--- src/rtl/branch_fetch_seq.sv ---
// rtl/branch_fetch_seq.sv - Moore control sequencer for instruction fetch and conditional branch
//
// Ports:
//   clock, clear            rising-edge clock, synchronous active-low reset
//   start, auto_run         begin one instruction from IDLE / loop DONE->T0
//   ir_opcode, con_ff       IR[31:27] and CON FF result from the datapath
//   incPC..imm_sel          one-bit datapath enables
//   BusDataSelect, ALU_op   bus source select and ALU operation
//   busy, done, illegal     status: not idle / branch completed / bad opcode
//   taken, instr_count      last branch loaded PC / retired branch count

module branch_fetch_seq #(
    parameter int         MEM_WAIT  = 1,
    parameter logic [4:0] BR_OPCODE = 5'b01001,
    parameter int         CNT_W     = 16
) (
    input  logic             clock,
    input  logic             clear,
    input  logic             start,
    input  logic             auto_run,
    input  logic [4:0]       ir_opcode,
    input  logic             con_ff,
    output logic             incPC,
    output logic             e_PC,
    output logic             e_IR,
    output logic             e_Y,
    output logic             e_Z,
    output logic             e_MAR,
    output logic             e_MDR,
    output logic             MDR_read,
    output logic             ram_read,
    output logic             Gra,
    output logic             e_Rout,
    output logic             e_CON_FF,
    output logic             imm_sel,
    output logic [4:0]       BusDataSelect,
    output logic [3:0]       ALU_op,
    output logic             busy,
    output logic             done,
    output logic             illegal,
    output logic             taken,
    output logic [CNT_W-1:0] instr_count
);

    generate
        if (MEM_WAIT < 1 || MEM_WAIT > 15) begin : g_bad_mem_wait
            $error("branch_fetch_seq: MEM_WAIT must be in 1..15");
        end
    endgenerate

    localparam logic [4:0] BUS_NONE = 5'b00000;
    localparam logic [4:0] BUS_PC   = 5'b10100;
    localparam logic [4:0] BUS_ZLO  = 5'b10011;
    localparam logic [4:0] BUS_MDR  = 5'b10101;
    localparam logic [4:0] BUS_C    = 5'b01100;
    localparam logic [3:0] ALU_ADD  = 4'b0011;
    localparam logic [3:0] WAIT_LOAD = 4'(MEM_WAIT - 1);

    // ILL exists so the illegal pulse is a pure state decode, one cycle after DECODE.
    typedef enum logic [3:0] {
        S_IDLE, S_T0, S_T0W, S_T1, S_T1W, S_T1C, S_T2, S_DECODE,
        S_ILL, S_BR3, S_BR4, S_BR5, S_BR6, S_DONE
    } state_t;

    state_t     state, state_next;
    logic [3:0] wait_cnt;

    always_ff @(posedge clock) begin
        if (!clear) begin
            state       <= S_IDLE;
            wait_cnt    <= 4'd0;
            taken       <= 1'b0;
            instr_count <= '0;
        end else begin
            state <= state_next;
            if (state == S_T1)
                wait_cnt <= WAIT_LOAD;
            else if (state == S_T1W && wait_cnt != 4'd0)
                wait_cnt <= wait_cnt - 4'd1;
            if (state == S_BR6)
                taken <= con_ff;
            if (state == S_DONE)
                instr_count <= instr_count + CNT_W'(1);
        end
    end

    always_comb begin
        state_next    = state;
        incPC         = 1'b0;
        e_PC          = 1'b0;
        e_IR          = 1'b0;
        e_Y           = 1'b0;
        e_Z           = 1'b0;
        e_MAR         = 1'b0;
        e_MDR         = 1'b0;
        MDR_read      = 1'b0;
        ram_read      = 1'b0;
        Gra           = 1'b0;
        e_Rout        = 1'b0;
        e_CON_FF      = 1'b0;
        imm_sel       = 1'b0;
        BusDataSelect = BUS_NONE;
        ALU_op        = 4'b0000;
        busy          = (state != S_IDLE);
        done          = 1'b0;
        illegal       = 1'b0;
        case (state)
            S_IDLE:   if (start) state_next = S_T0;
            S_T0: begin
                BusDataSelect = BUS_PC;
                e_MAR         = 1'b1;
                incPC         = 1'b1;
                e_Z           = 1'b1;
                state_next    = S_T0W;
            end
            S_T0W:    state_next = S_T1;
            S_T1: begin
                BusDataSelect = BUS_ZLO;
                ram_read      = 1'b1;
                state_next    = S_T1W;
            end
            S_T1W: begin
                ram_read = 1'b1;
                if (wait_cnt == 4'd0) state_next = S_T1C;
            end
            S_T1C: begin
                MDR_read   = 1'b1;
                e_MDR      = 1'b1;
                state_next = S_T2;
            end
            S_T2: begin
                BusDataSelect = BUS_MDR;
                e_IR          = 1'b1;
                state_next    = S_DECODE;
            end
            S_DECODE: state_next = (ir_opcode == BR_OPCODE) ? S_BR3 : S_ILL;
            S_ILL: begin
                illegal    = 1'b1;
                state_next = S_IDLE;
            end
            S_BR3: begin
                Gra        = 1'b1;
                e_Rout     = 1'b1;
                e_CON_FF   = 1'b1;
                state_next = S_BR4;
            end
            S_BR4: begin
                BusDataSelect = BUS_PC;
                e_Y           = 1'b1;
                state_next    = S_BR5;
            end
            S_BR5: begin
                BusDataSelect = BUS_C;
                imm_sel       = 1'b1;
                ALU_op        = ALU_ADD;
                e_Z           = 1'b1;
                state_next    = S_BR6;
            end
            S_BR6: begin
                BusDataSelect = BUS_ZLO;
                e_PC          = con_ff;
                state_next    = S_DONE;
            end
            S_DONE: begin
                done       = 1'b1;
                state_next = auto_run ? S_T0 : S_IDLE;
            end
            default:  state_next = S_IDLE;
        endcase
    end

endmodule

--- config.mk ---
export PLATFORM = sky130hd
export DESIGN_NAME = branch_fetch_seq
export DESIGN_NICKNAME = d
export VERILOG_FILES = /design/src/rtl/branch_fetch_seq.sv
export SDC_FILE = /design/constraint.sdc
export NUM_CORES = 1
export LEC_CHECK = 0
export CAP_MARGIN = 20
export CORE_ASPECT_RATIO = 0.75
export CORE_MARGIN = 2
export CORE_UTILIZATION = 47
export DETAILED_ROUTE_END_ITERATION = 7
export GPL_ROUTABILITY_DRIVEN = 0
export GPL_TIMING_DRIVEN = 0
export PLACE_DENSITY_LB_ADDON = 0.1
export SYNTH_ARGS = -nofsm -noshare
export SYNTH_HDL_FRONTEND = slang
export SYNTH_SLANG_ARGS = --single-unit
--- constraint.sdc ---
create_clock -name clock -period 3.3 [get_ports clock]
set_input_delay 0.825 -clock clock [delete_from_list [all_inputs] [get_ports clock]]
set_output_delay 0.825 -clock clock [all_outputs]
set_load 0.03 [all_outputs]
* Word-level counts from Yosys, hierarchy flattened
Cells that the tools add are included.
Word-level totals: register bits 25, logic and storage cells 52, input port bits 10
Operators by class: equal/unequal tests 16, multiplexer cells 18, bitwise gates (word level) 1, reduce and logical (&&, ||, !) cells 11, $add $sub $neg 2
Operator list (count):
- $pmux W4 S13 | 1
- $eq A4 B4 Y1 const B | 6
- $pmux W5 S4 | 1
- $add A16 B1 Y16 const B | 1
- $eq A4 B3 Y1 const B | 4
- $mux W1 | 13
- $reduce_or A2 Y1 | 5
- $eq A4 B2 Y1 const B | 2
- $logic_not A4 Y1 | 2
- $mux W4 | 2
- $reduce_bool A4 Y1 | 2
- $eq A5 B4 Y1 const B | 1
- $eq A4 B1 Y1 const B | 1
- $sub A4 B1 Y4 const B | 1
- $mux W2 | 1
- $ne A2 B1 Y1 const B | 1
- $ne A2 B2 Y1 const B | 1
- $reduce_and A2 Y1 | 1
- $logic_and A1 B1 Y1 | 1
- $not A1 Y1 | 1

* Depth between registers and ports, before layout
word-level depth 3, gate-level depth with buffers 6, mapped depth without buffers 6

* Least setup slack after synthesis
Ideal clock, no wire load.
path kind reg2out, from register state[2], to output e_Z, required time 2.475 ns, slack 0.720 ns, arrival 1.755 ns, buffers on the path 2, cell stages (with the launch flop) 5, path through dfxtp_1 > buf_2 > buf_1 > nor3_1 > or2_2
Between the ends: word-level cells in the longest chain between the ends 3, elaborated cells on any way between the ends 4
Ends and longest elaborated chain:
- start, declared | line 65 | state_t state, state_next;
- start signal, assigned | line 75 | state <= state_next;
- $eq A4 B4 Y1 or $eq A4 B1 Y1 (tied branches) | line 107 | case (state)
- $reduce_or A2 Y1 (no source line) *
- $mux W1 * | line 107
- end, declared | line 27 | output logic e_Z,
Mark *: on every way between the ends. The rest lies on a longest branch, timed or not.

* Worst setup path in the final report
from register state[1], to output ram_read
Between the ends: word-level cells in the longest chain between the ends 3, elaborated cells on any way between the ends 4
Ends and longest elaborated chain:
- $eq A4 B2 Y1 or $eq A4 B3 Y1 (tied branches) | line 107
- $reduce_or A2 Y1 (no source line) *
- $mux W1 * | line 107
- end, declared | line 31 | output logic ram_read,
Marked as above.

==> results_tabular.tex <==
\begin{tabular}{lr}
\hline
Metric & Value \\
\hline
\multicolumn{2}{l}{\textbf{Floorplanning}} \\
\quad \# rows & 17 \\
\quad Die outline area & roughly 3500 um2 \\
\quad Initial Utilization & approximately 49\% \\
\quad Die height & approximately 52 um \\
\quad Io pins & 52 \\
\quad Placeable core region & $\sim$2900 um2 \\
\quad Die W & between 60 and 70 um \\
\multicolumn{2}{l}{\textbf{Power and ir drop}} \\
\quad Clk network pwr share & a little over a quarter \\
\quad Total power & 0.000649 W \\
\quad Switching share of total power & between 20 and 30\% \\
\quad Flop pwr share & between 40\% and 50\% \\
\quad Switching power summed over all nets & $\sim$0.00019 W \\
\quad Internal power & between 0.0004 and 0.0005 W \\
\quad Share of total power in combinational logic & about a quarter \\
\quad Pwr dens & between 300 and 400 nW/um2 \\
\quad Leak Pwr & 0.778 nW \\
\quad Peak ir drop on the vdd network & 258 uV \\
\multicolumn{2}{l}{\textbf{GRT}} \\
\quad Overall global routing resource usage & a little under a quarter \\
\quad Global-route wire length before repair & around 5.9 mm \\
\quad Number of antenna violations at the first check in global routing & 0 \\
\quad Via count of the first global-routing pass & around 1400 \\
\quad Largest net degree at the start of global routing & 14 \\
\quad Total gr overflow & 0 \\
\multicolumn{2}{l}{\textbf{STA}} \\
\quad Min Clock Period, post-route & between 3000 and 4000 ps \\
\quad Slew at the pin with the worst max-slew slack & 591 ps \\
\quad Post-Route Setup TNS & 0 ps \\
\quad Endpoints failing setup & 0 \\
\quad Number of failing hold endpoints at the final stage & 0 \\
\quad Tightest slew margin relative to the limit & roughly three fifths \\
\quad Final clock period utilization by the worst path & between 90\% and 100\% \\
\quad Unrepaired setup endpoints after global routing & no \\
\quad Max Slew Vio Count & 0 \\
\quad Worst Skew & about 1.5 ps \\
\quad Timing-limited maximum frequency & roughly 320 MHz \\
\multicolumn{2}{l}{\textbf{Synthesis}} \\
\quad Sequential-to-total area share from yosys stat & 35.2\% \\
\quad Asr flop ratio synth & 0\% \\
\quad Area leader, netlist & dfxtp\_1 \\
\quad Proportion of netlist area held by the largest area contributor & a little over a third \\
\quad Cells taking the most area after synthesis & dfxtp\_1, nor2\_1, xnor2\_1, nand2\_1, buf\_4 \\
\quad Avg Inst Size Synth & approximately 7.6 um2 \\
\quad Number of distinct library cells after synthesis & 36 \\
\quad Count of mapped cells out of synthesis & 186 \\
\quad Post-Syn Area & 1420 um2 \\
\quad Post-synth EDFFs & 0 \\
\quad Top flip-flop cell by instance count after synthesis & dfxtp\_1 \\
\quad Warnings from Yosys & 0 \\
\quad Yosys reg bits & 25 \\
\multicolumn{2}{l}{\textbf{CTS}} \\
\quad Number of buffers added by the clock tree synthesis step & 3 \\
\quad Total number of clock tree sinks & 25 \\
\quad H-tree depth & 1 \\
\quad Root Buffer Master & clkbuf\_8 \\
\quad Maximum number of buffers from clock root to sink & 2 \\
\quad \# resized after CTS & 0 \\
\quad Skew-Pair Late Insertion Delay & 260 ps \\
\quad Number of setup buffers added after CTS & 0 \\
\quad Clock-pin slew reported for the worst setup and hold paths after clock tree synthesis & 80 ps \\
\quad Clock tree from TritonCTS & done \\
\quad Hold-fix buffers, CTS & 0 \\
\multicolumn{2}{l}{\textbf{Routing}} \\
\quad Total DRC errors in the routed layout & 0 \\
\quad Routed length per instance & between 10 and 15 um \\
\quad 1st-pass router iterations & 5 \\
\quad Post-route antenna net violation count & 0 \\
\quad Drt via density & roughly 5.3 \\
\quad Total length of routed wires & 3.65 mm \\
\quad Starting DRT DRC Count & 122 \\
\quad Total number of vias & between 1000 and 1500 \\
\multicolumn{2}{l}{\textbf{Layout}} \\
\quad Number of nets at the end of the flow & about 250 \\
\quad Final instance area & $\sim$2000 um2 \\
\quad Sequential cell area in the final layout & between 500 and 600 um2 \\
\quad Fraction of final layout cells sized beyond drive strength 1 & under 10\% \\
\quad Ant. Diodes & 0 \\
\quad Area growth from synthesis to layout & 40.5\% \\
\quad Filler cells & $\sim$250 \\
\quad Multi-input gate area & between 700 and 800 um2 \\
\multicolumn{2}{l}{\textbf{Outcome}} \\
\quad Status & completed \\
\multicolumn{2}{l}{\textbf{Place}} \\
\quad Instance area at placement & 1950 um2 \\
\quad Count of input and output buffers & between 40 and 50 \\
\quad Detailed placement HPWL & 2.80 mm \\
\multicolumn{2}{l}{\textbf{Worst setup path}} \\
\quad Type of the setup path with the least slack & reg -> out \\
\quad Startpoint kind of the worst setup timing path & register \\
\quad Kind of end point of the critical path & output port \\
\quad Data arrival time at the worst-slack endpoint & 2270 ps \\
\quad Maximum fanout count along the critical path & 10 \\
\quad Critical path required time & 2470 ps \\
\multicolumn{2}{l}{\textbf{Min path}} \\
\quad Worst hold path class & reg -> reg \\
\multicolumn{2}{l}{\textbf{Run}} \\
\quad Max Cap Violations & 0 \\
\hline
\end{tabular}
## power by group through the flow
stage / Combinational, W / Clock, W / Sequential, W
floorplan: 0.000107 / 0 / 0.000315
global placement: 0.000162 / 0 / 0.000315
detailed placement: 0.000165 / 0 / 0.000316
CTS: 0.000166 / 0.000179 / 0.000308
global route: 0.000178 / 0.000196 / 0.000310
finish: 0.000166 / 0.000175 / 0.000308
## metal layers
| layer | global-route usage, % | wire, um | vias to the layer above | part of all wire, % |
|---|---|---|---|---|
| met5 | 0 | 0 | - | 0 |
| met4 | 7.14 | 68 | 0 | 1.9 |
| met3 | 5.84 | 203 | 8 | 5.6 |
| met2 | 37.6 | 1770 | 49 | 48 |
| met1 | 28.3 | 1610 | 673 | 44 |
| li1 | - | - | 731 | - |
## Yosys cell counts, types with 2 or more instances
| master | instances |
|---|---|
| a21oi_1 | 10 |
| o21ai_0 | 6 |
| inv_1 | 8 |
| xor2_1 | 4 |
| nand3_1 | 9 |
| mux2i_1 | 4 |
| nand2_1 | 18 |
| xnor2_1 | 10 |
| nor3_1 | 9 |
| a211oi_1 | 4 |
| ha_1 | 2 |
| nor2_1 | 30 |
| nand4_1 | 4 |
| buf_2 | 2 |
| buf_1 | 3 |
| nand2b_1 | 6 |
| dfxtp_1 | 25 |
| buf_4 | 8 |
| nor4_1 | 2 |
| or2_2 | 3 |
| clkbuf_1 | 4 |
## placed cells by master, fill, tap and decap left out, types with 4 or more instances in the layout
| master | instances |
|---|---|
| nand4_1 | 4 |
| nor3_1 | 9 |
| nand2b_1 | 6 |
| mux2i_1 | 4 |
| nor2_1 | 30 |
| xnor2_1 | 10 |
| nand3_1 | 9 |
| clkdlybuf4s50_1 | 48 |
| o21ai_0 | 6 |
| clkbuf_1 | 5 |
| a211oi_1 | 4 |
| dfxtp_1 | 25 |
| xor2_1 | 4 |
| nand2_1 | 18 |
| a21oi_1 | 10 |
| inv_1 | 8 |
| buf_4 | 8 |
## metrics by stage
stage	std cells	hold WS (ps)	setup WS, ps	util, %
floorplan	187	484	720	-
global placement	273	455	363	67.1
detailed placement	273	481	371	67.1
CTS	277	497	214	68.6
global route	277	502	65.5	68.6
finish	277	488	202	68.6
## kinds of logic after synthesis
group                      synth area share [%]
muxes                                      2.81
and+or+nand+nor                            31.4
DFF                                        35.2
adders and majority gates                  1.76
buffers and inverters                      8.88
xor gates and xnor gates                   8.62
AOI/OAI and AO/OA                          11.1
other                                     0.264
## sequential cells by signal (all words and copies together), names as in the netlist
name / flops
taken: 1
instr_count: 16
state: 4
wait_cnt: 4
## path summary, 6_finish.rpt
path / slack, ps / end / cells past startpoint / startpoint
max: 200 / ram_read / 5 / state[1]
min: 490 / instr_count[15] / 2 / instr_count[15]
max reg2reg: 1220 / instr_count[14] / 4 / instr_count[3]
min reg2reg: 490 / instr_count[15] / 2 / instr_count[15]
## worst max-delay path, stage by stage (launching register included)
cell	delay [ps]
dfxtp_1	390
buf_1	350
nand2_1	120
or2_2	300
a21oi_1	160
clkdlybuf4s50_1	690
## area by class of cell
cell class                      instances  share of cell area, %
Inverter                                8                   1.50
Buffer                                 17                   4.82
Clock buffer                            4                   2.25
Multi-Input combinational cell        137                   40.0
Tap cell                               38                   2.38
Timing Repair Buffer                   48                   24.0
Sequential cell                        25                   25.0
(Power assumes the default switching activity.)
